`config.mk`:
```
export PLATFORM = sky130hd
export DESIGN_NAME = mem_access_stage
export DESIGN_NICKNAME = d
export VERILOG_FILES = /design/src/rtl/mem_access_stage.sv
export SDC_FILE = /design/constraint.sdc
export NUM_CORES = 1
export LEC_CHECK = 0
export CAP_MARGIN = 0
export CORE_ASPECT_RATIO = 1.75
export CORE_MARGIN = 1
export CORE_UTILIZATION = 40
export DETAILED_ROUTE_END_ITERATION = 7
export PLACE_DENSITY = 0.78
export SLEW_MARGIN = 40
export SYNTH_ARGS = -nofsm -noshare
export SYNTH_HDL_FRONTEND = slang
export SYNTH_SLANG_ARGS = --single-unit
export TNS_END_PERCENT = 20
```
`constraint.sdc`:
```
create_clock -name clk -period 3.5 [get_ports clk]
set_clock_uncertainty 0.15 [all_clocks]
set_input_delay 0.7 -clock clk [delete_from_list [all_inputs] [get_ports clk]]
set_output_delay 0.7 -clock clk [all_outputs]
set_load 0.005 [all_outputs]
```
`src/rtl/mem_access_stage.sv`:
```
// mem_access_stage
//   Memory/writeback stage. Takes the execute stage's result, address and
//   memory-op flags, issues aligned load/store requests on a valid/ready data
//   memory port, formats load data, and presents one registered writeback
//   record per instruction. Execute is back-pressured while a memory
//   transaction is outstanding.
//
//   state | meaning
//   ------+------------------------------------------------------------
//   IDLE  | ready for a new instruction; non-memory ops and faults finish here
//   REQ   | request held on dmem_req_* until dmem_req_ready
//   RESP  | load issued, waiting for dmem_resp_valid (or the timeout)
//
// Ports
//   clk, reset        clock (rising edge), asynchronous active-low reset
//   ex_*              instruction offered by execute; ex_ready high only in IDLE
//   is_flush          kills the instruction currently offered
//   dmem_req_*        registered request: doubleword address, we, lane data/strobes
//   dmem_resp_*       load response, aligned 64-bit doubleword
//   wb_*              one-cycle writeback record (valid, enable, rd, data, fault)

module mem_access_stage #(
  parameter int XLEN         = 64,
  parameter int REG_W        = 5,
  parameter int RESP_TIMEOUT = 0
) (
  input  logic             clk,
  input  logic             reset,
  input  logic             ex_valid,
  output logic             ex_ready,
  input  logic             is_flush,
  input  logic             ex_is_load,
  input  logic             ex_is_store,
  input  logic [2:0]       ex_funct3,
  input  logic [XLEN-1:0]  ex_addr,
  input  logic [XLEN-1:0]  ex_result,
  input  logic [REG_W-1:0] ex_rd,
  output logic             dmem_req_valid,
  input  logic             dmem_req_ready,
  output logic [XLEN-1:0]  dmem_req_addr,
  output logic             dmem_req_we,
  output logic [XLEN-1:0]  dmem_req_wdata,
  output logic [7:0]       dmem_req_wstrb,
  input  logic             dmem_resp_valid,
  input  logic [XLEN-1:0]  dmem_resp_data,
  output logic             wb_valid,
  output logic             wb_en,
  output logic [REG_W-1:0] wb_rd,
  output logic [XLEN-1:0]  wb_data,
  output logic [1:0]       wb_fault
);

  localparam logic [1:0] FAULT_NONE    = 2'd0;
  localparam logic [1:0] FAULT_ALIGN   = 2'd1;
  localparam logic [1:0] FAULT_FUNCT3  = 2'd2;
  localparam logic [1:0] FAULT_TIMEOUT = 2'd3;

  // Counter only needs to hold 0 .. RESP_TIMEOUT-1.
  localparam int CNT_W = (RESP_TIMEOUT > 1) ? $clog2(RESP_TIMEOUT) : 1;
  localparam logic [CNT_W-1:0] CNT_LAST = CNT_W'((RESP_TIMEOUT > 0) ? RESP_TIMEOUT - 1 : 0);

  typedef enum logic [1:0] {
    ST_IDLE = 2'd0,
    ST_REQ  = 2'd1,
    ST_RESP = 2'd2
  } state_t;

  state_t state, state_nx;

  logic [2:0]       lat_f3;
  logic [2:0]       lat_off;
  logic [REG_W-1:0] lat_rd;
  logic [CNT_W-1:0] resp_cnt;

  logic             accept;
  logic             is_mem;
  logic             illegal;
  logic             misalign;
  logic [2:0]       off;
  logic [XLEN-1:0]  st_wdata;
  logic [7:0]       st_wstrb;
  logic [XLEN-1:0]  ld_data;
  logic             timeout_hit;

  logic             wb_fire;
  logic             wb_en_nx;
  logic [REG_W-1:0] wb_rd_nx;
  logic [XLEN-1:0]  wb_data_nx;
  logic [1:0]       wb_fault_nx;
  logic             lat_load;

  // ------------------------------------------------------------------
  // Decode of the offered instruction
  // ------------------------------------------------------------------
  always_comb begin
    off      = ex_addr[2:0];
    is_mem   = ex_is_load | ex_is_store;
    illegal  = (ex_funct3 == 3'd7) || (ex_is_store && ex_funct3[2]);
    // funct3[1:0] encodes the access size for both signed and unsigned forms
    case (ex_funct3[1:0])
      2'd1:    misalign = off[0];
      2'd2:    misalign = (off[1:0] != 2'b00);
      2'd3:    misalign = (off != 3'b000);
      default: misalign = 1'b0;
    endcase
    st_wdata = ex_result << {off, 3'b000};
    case (ex_funct3[1:0])
      2'd0:    st_wstrb = 8'h01 << off;
      2'd1:    st_wstrb = 8'h03 << off;
      2'd2:    st_wstrb = 8'h0F << off;
      default: st_wstrb = 8'hFF;
    endcase
  end

  // ------------------------------------------------------------------
  // Load lane select and extension
  // ------------------------------------------------------------------
  logic [7:0]  ld_b;
  logic [15:0] ld_h;
  logic [31:0] ld_w;

  always_comb begin
    ld_b = dmem_resp_data[{lat_off, 3'b000} +: 8];
    ld_h = dmem_resp_data[{lat_off[2:1], 4'b0000} +: 16];
    ld_w = dmem_resp_data[{lat_off[2], 5'b00000} +: 32];
    case (lat_f3)
      3'd0:    ld_data = {{(XLEN-8){ld_b[7]}}, ld_b};
      3'd1:    ld_data = {{(XLEN-16){ld_h[15]}}, ld_h};
      3'd2:    ld_data = {{(XLEN-32){ld_w[31]}}, ld_w};
      3'd4:    ld_data = {{(XLEN-8){1'b0}}, ld_b};
      3'd5:    ld_data = {{(XLEN-16){1'b0}}, ld_h};
      3'd6:    ld_data = {{(XLEN-32){1'b0}}, ld_w};
      default: ld_data = dmem_resp_data;
    endcase
  end

  assign timeout_hit = (RESP_TIMEOUT > 0) && (resp_cnt == CNT_LAST);

  // ------------------------------------------------------------------
  // FSM: state register
  // ------------------------------------------------------------------
  always_ff @(posedge clk or negedge reset) begin
    if (!reset) state <= ST_IDLE;
    else        state <= state_nx;
  end

  // ------------------------------------------------------------------
  // FSM: next state and outputs
  // ------------------------------------------------------------------
  always_comb begin
    state_nx       = state;
    ex_ready       = (state == ST_IDLE);
    dmem_req_valid = (state == ST_REQ);
    accept         = ex_valid && (state == ST_IDLE) && !is_flush;
    wb_fire        = 1'b0;
    wb_en_nx       = 1'b0;
    wb_rd_nx       = lat_rd;
    wb_data_nx     = '0;
    wb_fault_nx    = FAULT_NONE;
    lat_load       = 1'b0;
    case (state)
      ST_IDLE: begin
        if (accept) begin
          wb_rd_nx = ex_rd;
          if (!is_mem) begin
            wb_fire    = 1'b1;
            wb_en_nx   = (ex_rd != '0);
            wb_data_nx = ex_result;
          end else if (illegal) begin
            wb_fire     = 1'b1;
            wb_fault_nx = FAULT_FUNCT3;
          end else if (misalign) begin
            wb_fire     = 1'b1;
            wb_fault_nx = FAULT_ALIGN;
          end else begin
            lat_load = 1'b1;
            state_nx = ST_REQ;
          end
        end
      end
      ST_REQ: begin
        if (dmem_req_ready) begin
          if (dmem_req_we) begin
            // posted store: retire without waiting for a response
            wb_fire  = 1'b1;
            state_nx = ST_IDLE;
          end else begin
            state_nx = ST_RESP;
          end
        end
      end
      ST_RESP: begin
        // a response in the timeout cycle takes priority
        if (dmem_resp_valid) begin
          wb_fire    = 1'b1;
          wb_en_nx   = (lat_rd != '0);
          wb_data_nx = ld_data;
          state_nx   = ST_IDLE;
        end else if (timeout_hit) begin
          wb_fire     = 1'b1;
          wb_fault_nx = FAULT_TIMEOUT;
          state_nx    = ST_IDLE;
        end
      end
      default: state_nx = ST_IDLE;
    endcase
  end

  // ------------------------------------------------------------------
  // Request, latch, counter and writeback registers
  // ------------------------------------------------------------------
  always_ff @(posedge clk or negedge reset) begin
    if (!reset) begin
      lat_f3         <= '0;
      lat_off        <= '0;
      lat_rd         <= '0;
      resp_cnt       <= '0;
      dmem_req_addr  <= '0;
      dmem_req_we    <= 1'b0;
      dmem_req_wdata <= '0;
      dmem_req_wstrb <= '0;
      wb_valid       <= 1'b0;
      wb_en          <= 1'b0;
      wb_rd          <= '0;
      wb_data        <= '0;
      wb_fault       <= '0;
    end else begin
      if (lat_load) begin
        lat_f3         <= ex_funct3;
        lat_off        <= off;
        lat_rd         <= ex_rd;
        dmem_req_addr  <= {ex_addr[XLEN-1:3], 3'b000};
        dmem_req_we    <= ex_is_store;
        dmem_req_wdata <= ex_is_store ? st_wdata : '0;
        dmem_req_wstrb <= ex_is_store ? st_wstrb : 8'h00;
      end
      if (state == ST_REQ)       resp_cnt <= '0;
      else if (state == ST_RESP) resp_cnt <= resp_cnt + CNT_W'(1);
      wb_valid <= wb_fire;
      wb_en    <= wb_en_nx;
      if (wb_fire) begin
        wb_rd    <= wb_rd_nx;
        wb_data  <= wb_data_nx;
        wb_fault <= wb_fault_nx;
      end
    end
  end

endmodule

```
==> results.toml, run 1 <==
[outcome]
run_status = "finished, violations left"
violations = "hold timing"

[routing]
routedWlPerCell_um = 23.27
drt_pass1_iterations = 5
drt_wl_total_um = 50980
met3_length_um = 4121
routed-wl-met2_um = 25150
drc_errors = 0
wl_met1_um = 17560
vias = 12610
drt.antenna.violating_nets = 0
routed.top_layer = "met4"
via_per_inst = 5.754
first_iter_violations = 960

[placement]
port_buffers = 416
gp_congestion = 1.050
dp.final_hpwl_um = 39320
dp.cells = 2145

[grt]
antenna_found_initial = 4
grt.overflow.total = 0
grt_pass1_vias = 12490
grt_pass1_wl_um = 75650
grt_max_degree = 78
grt_util_all_layers = 0.3176

[floorplanning]
die_area_sq_um = 31830
coreArea_sq_um = 30630
row_count = 85
ioPinCount = 420
start_util = 0.4060
dieHeight_um = 235.3
die_w_um = 135.3

[cts]
hold_buffers = 0
h-tree-depth = 1
numCtsBuffers = 23
clk_pin_slew_ns = 0.07
clk_latency_ns = 0.53
ctsRootBufferMaster = "clkbuf_16"
cts_resized = 0
cts_buffer_depth = 3
cts_tree = "done"
cts_setup_buffers = 0
cts.sinks = 220

[worst_setup_path]
path_delay_family = "buffers and inverters"
crit_top_cell = "nand2_1"
crit_type = "input port to register"
path_max_fanout = 37
slowest_stage = "or3_4"
critPathCaptureType = "register"
required_ns = 3.77
worstPathCellList = "clkdlybuf4s50_1, inv_1, ha_1, a211oi_1, nor4_4, or3_4, buf_4, nand2_1, nand2_1"
cp.arrival_ns = 3.18
timing.critical_path.buf_inv = 3
cpPeakStageDelay_ns = 0.58
critPathLaunchType = "input port"

[synthesis]
netlist-cell-type-count = 52
avgSynthCellArea_sq_um = 8.777
synth-seq-cells = 220
synthFlopType = "dfrtp_1"
yosys_warnings = 0
synth_cells = 1417
syn_area_sq_um = 12440
yosysSeqAreaShare = 0.4427
synthArstFlopShare = 1.000
synth_edf_count = 0

[finish]
synthToLayoutAreaGrowth_pct = 43.62
multi_input_area_sq_um = 6375
fillers = 2698
seq_area_sq_um = 5507
instances_no_fill = 2191
fin_nets = 1993
drive_gt1_frac = 0.06514

[sta]
fin_crit_ns = 2.914
whs_ns = -0.001449
timing.final.crit_share = 0.8325
slew_violations = 0
max_freq_mhz = 343.2
setup_tns_ns = 0
worst_pin_slew_ns = 0.6953
relSlewSlack = 0.5329
hold_viol_final = 5
grt_setup_unrepaired = "false"
setup_viol = 0

[job]
cap_violations = 0

[pwr]
p_per_area_nw_per_um2 = 616.1
p_leak_uw = 0.008228
ir_drop_mv = 0.3851

[worst_hold_path]
hold_class = "input port to async pin"
[final cells by class]
type | count | area share
multi-input cells | 1064 | 0.3569
flip-flops and latches | 220 | 0.3083
repair buffers | 456 | 0.2558
clock buffers | 27 | 0.03418
well taps | 391 | 0.02739
clock inverters | 15 | 0.01394
inverters | 14 | 0.002942
diodes | 4 | 0.0005604
[final timing paths]
| kind | to | slack, ns | cells past startpoint | startpoint |
|---|---|---|---|---|
| worst min register to register | dmem_req_wdata[18]$_DFFE_PN0P_ | 0.32 | 2 | dmem_req_wdata[18]$_DFFE_PN0P_ |
| worst min-delay path | dmem_req_addr[52]$_DFFE_PN0P_ | -0.001 | 1 | reset |
| max in group asynchronous | wb_rd[4]$_DFFE_PN0P_ | 2.42 | 2 | reset |
| worst max register to register | dmem_req_addr[15]$_DFFE_PN0P_ | 0.99 | 5 | state[1]$_DFFE_PN0P_ |
| worst max-delay path | dmem_req_addr[15]$_DFFE_PN0P_ | 0.59 | 9 | ex_funct3[0] |
| min in group clk | dmem_req_wdata[18]$_DFFE_PN0P_ | 0.32 | 2 | dmem_req_wdata[18]$_DFFE_PN0P_ |
[cells in the mapped netlist, drive strengths merged (2+ instances only)]
cell type    n  area share
a211o       60       0.042
a211oi      25       0.015
a21oi       70       0.028
a221oi      10      0.0070
a22o         8      0.0056
a22oi        2      0.0012
and2         2      0.0010
and3b        2      0.0014
buf         60       0.025
clkbuf      61       0.018
dfrtp      220        0.44
ha           6      0.0060
inv         14      0.0042
mux2i      106       0.085
mux4        20       0.036
nand2      377        0.11
nand2b      12      0.0066
nand3       30       0.012
nand3b       4      0.0024
nand4        2      0.0010
nor2       112       0.034
nor2b       19      0.0096
nor3        15      0.0069
nor3b        2      0.0012
nor4         9      0.0057
o21a         3      0.0018
o21ai       99       0.040
o221ai      31       0.022
o22ai        5      0.0025
o31ai       16       0.010
or4          2      0.0012
[sequential cells by signal (all words and copies together), names as in the netlist]
name and count:
dmem_req_wdata 64, wb_data 64, dmem_req_addr 61, dmem_req_wstrb 8
lat_rd 5, wb_rd 5, lat_f3 3, lat_off 3
state 2, wb_fault 2, dmem_req_we 1, wb_en 1
wb_valid 1
[cells by family (layout without fill, tap and decap cells)]
logic type      after synthesis  in the layout  synth area share
fa+ha+maj                     6              6          0.006036
other cells                   1              7         0.0003015
mux                         127            127            0.1224
flops                       220            220            0.4427
buf+inv                     135            512           0.04789
compound gates              335            335            0.1803
simple gates                593            593            0.2004
[cells in the final DEF (no fill, tap or decap), types with 3 or more instances in the layout]
cell,count
diode_2,4
o22ai_1,5
mux2i_1,106
clkinv_4,3
nand2_1,377
bufinv_16,6
dfrtp_1,219
conb_1,3
o21a_1,3
a21oi_1,70
nor3_1,13
buf_12,9
nand2b_1,11
nor2_1,112
nand3_1,30
o31ai_1,15
a211oi_1,25
nor4_1,8
a221oi_1,10
buf_4,32
o21ai_0,88
inv_1,14
clkbuf_16,23
nand3b_1,4
mux4_2,20
ha_1,6
clkdlybuf4s50_1,412
nor2b_1,18
a22o_1,8
o221ai_1,31
o21ai_1,11
a211o_1,60
[metal layers]
layer / vias up / GRT usage
met5: - / 0
met4: 0 / 0.2346
met3: 201 / 0.06331
met2: 698 / 0.5341
met1: 6012 / 0.3499
li1: 5697 / -
[stage by stage]
stage          instance area [sq um]  utilization  total power, uW  setup WS (ns)
2_1_floorplan                  12440            -             5582         0.8400
3_3_place_gp                   16980       0.5545             8104         0.1461
3_5_place_dp                   16990       0.5546             8184        0.06280
4_1_cts                        17850       0.5827            11050         0.6201
5_1_grt                        17860       0.5832            11500         0.4872
6_report                       17860       0.5832            11000         0.5862
[report_power, final]
| part | switching [uW] | leakage [uW] | total (uW) | internal, uW |
|---|---|---|---|---|
| registers | 540 | 0.00284 | 3880 | 3340 |
| logic | 1940 | 0.00497 | 4300 | 2360 |
| clock network | 1110 | 0.000415 | 2820 | 1710 |
| total | 3590 | 0.00823 | 11000 | 7410 |
Note: power is estimated with default switching activity, not from simulation.
==> run 2: changes to the inputs <==
Clock period 3.5 ns to 3 ns, I/O delays scaled along.
==> run 2 against run 1 <==
Flip-flop and latch count did not move. Sequential power rose by 18%. The run now ends clean. Total power rose by 18%. Design area rose by 2.3%. Largest cell class unchanged. Utilization rose by 1.4 points. Combinational power rose by 19%. Non-clock buffer count rose by 41. Largest power group unchanged. Worst hold slack improved by 0.32 ns.
==> results.toml, run 2 (synthesis results as in run 1) <==
[placement]
place_ws_ns = -0.1297
port_buffers = 416
dp.final_hpwl_um = 40320
place_area_sq_um = 17370
gp_congestion = 1.061

[finish]
final_util = 0.5969
fin_area_sq_um = 18280
layout_common_cells = "clkdlybuf4s50_1, nand2_1, dfrtp_1"
drive_gt1_frac = 0.08492
fin_nets = 2034
layout_commonest_cell = "clkdlybuf4s50_1"
reg_top3 = "dmem_req_wdata x64, wb_data x64, dmem_req_addr x61"
synthToLayoutAreaGrowth_pct = 46.99

[sta]
fin_ws_ns = 0.4259
slew_violations = 0
setup_viol = 0
grt_setup_unrepaired = "false"
fin_crit_ns = 2.574
worst_pin_slew_ns = 0.6002
hold_viol_final = 0
max_freq_mhz = 388.5
relSlewSlack = 0.5943
timing.final.crit_share = 0.8580

[cts]
numCtsBuffers = 23
ctsRootBufferMaster = "clkbuf_16"
cts_buffer_depth = 3
cts.sinks = 220
cts_tree = "done"
clk_latency_ns = 0.56
h-tree-depth = 1
clk_pin_slew_ns = 0.06

[routing]
routedWlPerCell_um = 23.00
drt.antenna.violating_nets = 0
drt_pass1_iterations = 5
drt_wl_total_um = 51430
drc_errors = 0
via_per_inst = 5.701
vias = 12750
first_iter_violations = 1110

[worst_setup_path]
critPathCaptureType = "output port"
cp.arrival_ns = 1.82
path_max_fanout = 8
reg2reg_to = "wb_data[9]$_DFFE_PN0P_"
rr_worst_depth = 6
critPathLaunchType = "register"
crit_type = "register to output port"
required_ns = 2.25
regToRegSetupSlack_ns = 0.57
crit-reg2reg-launch = "lat_off[1]$_DFFE_PN0P_"

[worst_hold_path]
worstHoldEndpoint = "dmem_req_wdata[25]$_DFFE_PN0P_"
hold_path_depth = 2
worstHoldStart = "dmem_req_wdata[25]$_DFFE_PN0P_"
hold_class = "register to register"

[grt]
antenna_found_initial = 9
grt_pass1_wl_um = 77070
grt_max_degree = 71
grt_pass1_vias = 12700
grt_util_all_layers = 0.3231
grt.overflow.total = 0

[floorplanning]
coreArea_sq_um = 30630
start_util = 0.4060
die_area_sq_um = 31830
die_w_um = 135.3
dieHeight_um = 235.3
ioPinCount = 420
row_count = 85

[pwr]
ir_drop_mv = 0.5629
p_leak_uw = 0.008466
p_per_area_nw_per_um2 = 712.0
p_total_uw = 13020

[job]
cap_violations = 0

[outcome]
run_status = "finished, final reports clean"
[run 2: worst max-delay path by stage]
stage,from,to,depth (start not counted)
after floorplan,ex_funct3[0],lat_off[0]$_DFFE_PN0P_,10
after global routing,ex_funct3[0],dmem_req_addr[14]$_DFFE_PN0P_,9
final,state[0]$_DFFE_PN0P_,dmem_req_valid,2
after global placement,ex_funct3[0],dmem_req_wstrb[5]$_DFFE_PN0P_,9
after CTS,state[0]$_DFFE_PN0P_,dmem_req_valid,2
after detailed placement,ex_funct3[0],dmem_req_addr[26]$_DFFE_PN0P_,9
[run 2: per-layer routing]
| metal | wire, um | vias to the layer above | GRT usage |
|---|---|---|---|
| li1 | - | 5790 | - |
| met1 | 17740 | 6082 | 0.3511 |
| met2 | 25650 | 691 | 0.5540 |
| met3 | 4086 | 182 | 0.06718 |
| met4 | 3948 | 2 | 0.2230 |
| met5 | 13 | - | 0 |
[run 2: what timing repair did]
action	4_1_cts	5_1_grt
hold endpoints to repair	52	0
gates resized for setup	0	0
buffers inserted	0	0
hold buffers	1	0
[run 2: worst max-delay path, stage by stage (launching register included)]
cell	delay [ns]
dfrtp_1	0.46
nor2b_1	0.25
clkdlybuf4s50_1	0.56
[run 2: stage by stage]
stage               TNS, ns  cells  hold WS [ns]
finish                    0   2236        0.3168
global route              0   2236        0.3414
CTS                       0   2228        0.3163
detailed placement   -6.190   2185        0.3069
global placement     -2.169   2185        0.3041
floorplan                 0   1419        0.1544
[run 2: area by class of cell]
cell class	instances	area, sq um
diodes	8	20.02
clock buffers	28	624.3
clock inverters	14	251.5
fillers	2670	12350
inverters	14	52.55
multi-input cells	1064	6370
flip-flops and latches	220	5507
well taps	391	489.2
repair buffers	497	4967
[run 2: report_power, final]
| group | switching, uW | leakage, uW | internal [uW] |
|---|---|---|---|
| logic | 2270 | 0.00519 | 2850 |
| clock network | 1310 | 0.000428 | 2020 |
| registers | 663 | 0.00284 | 3900 |
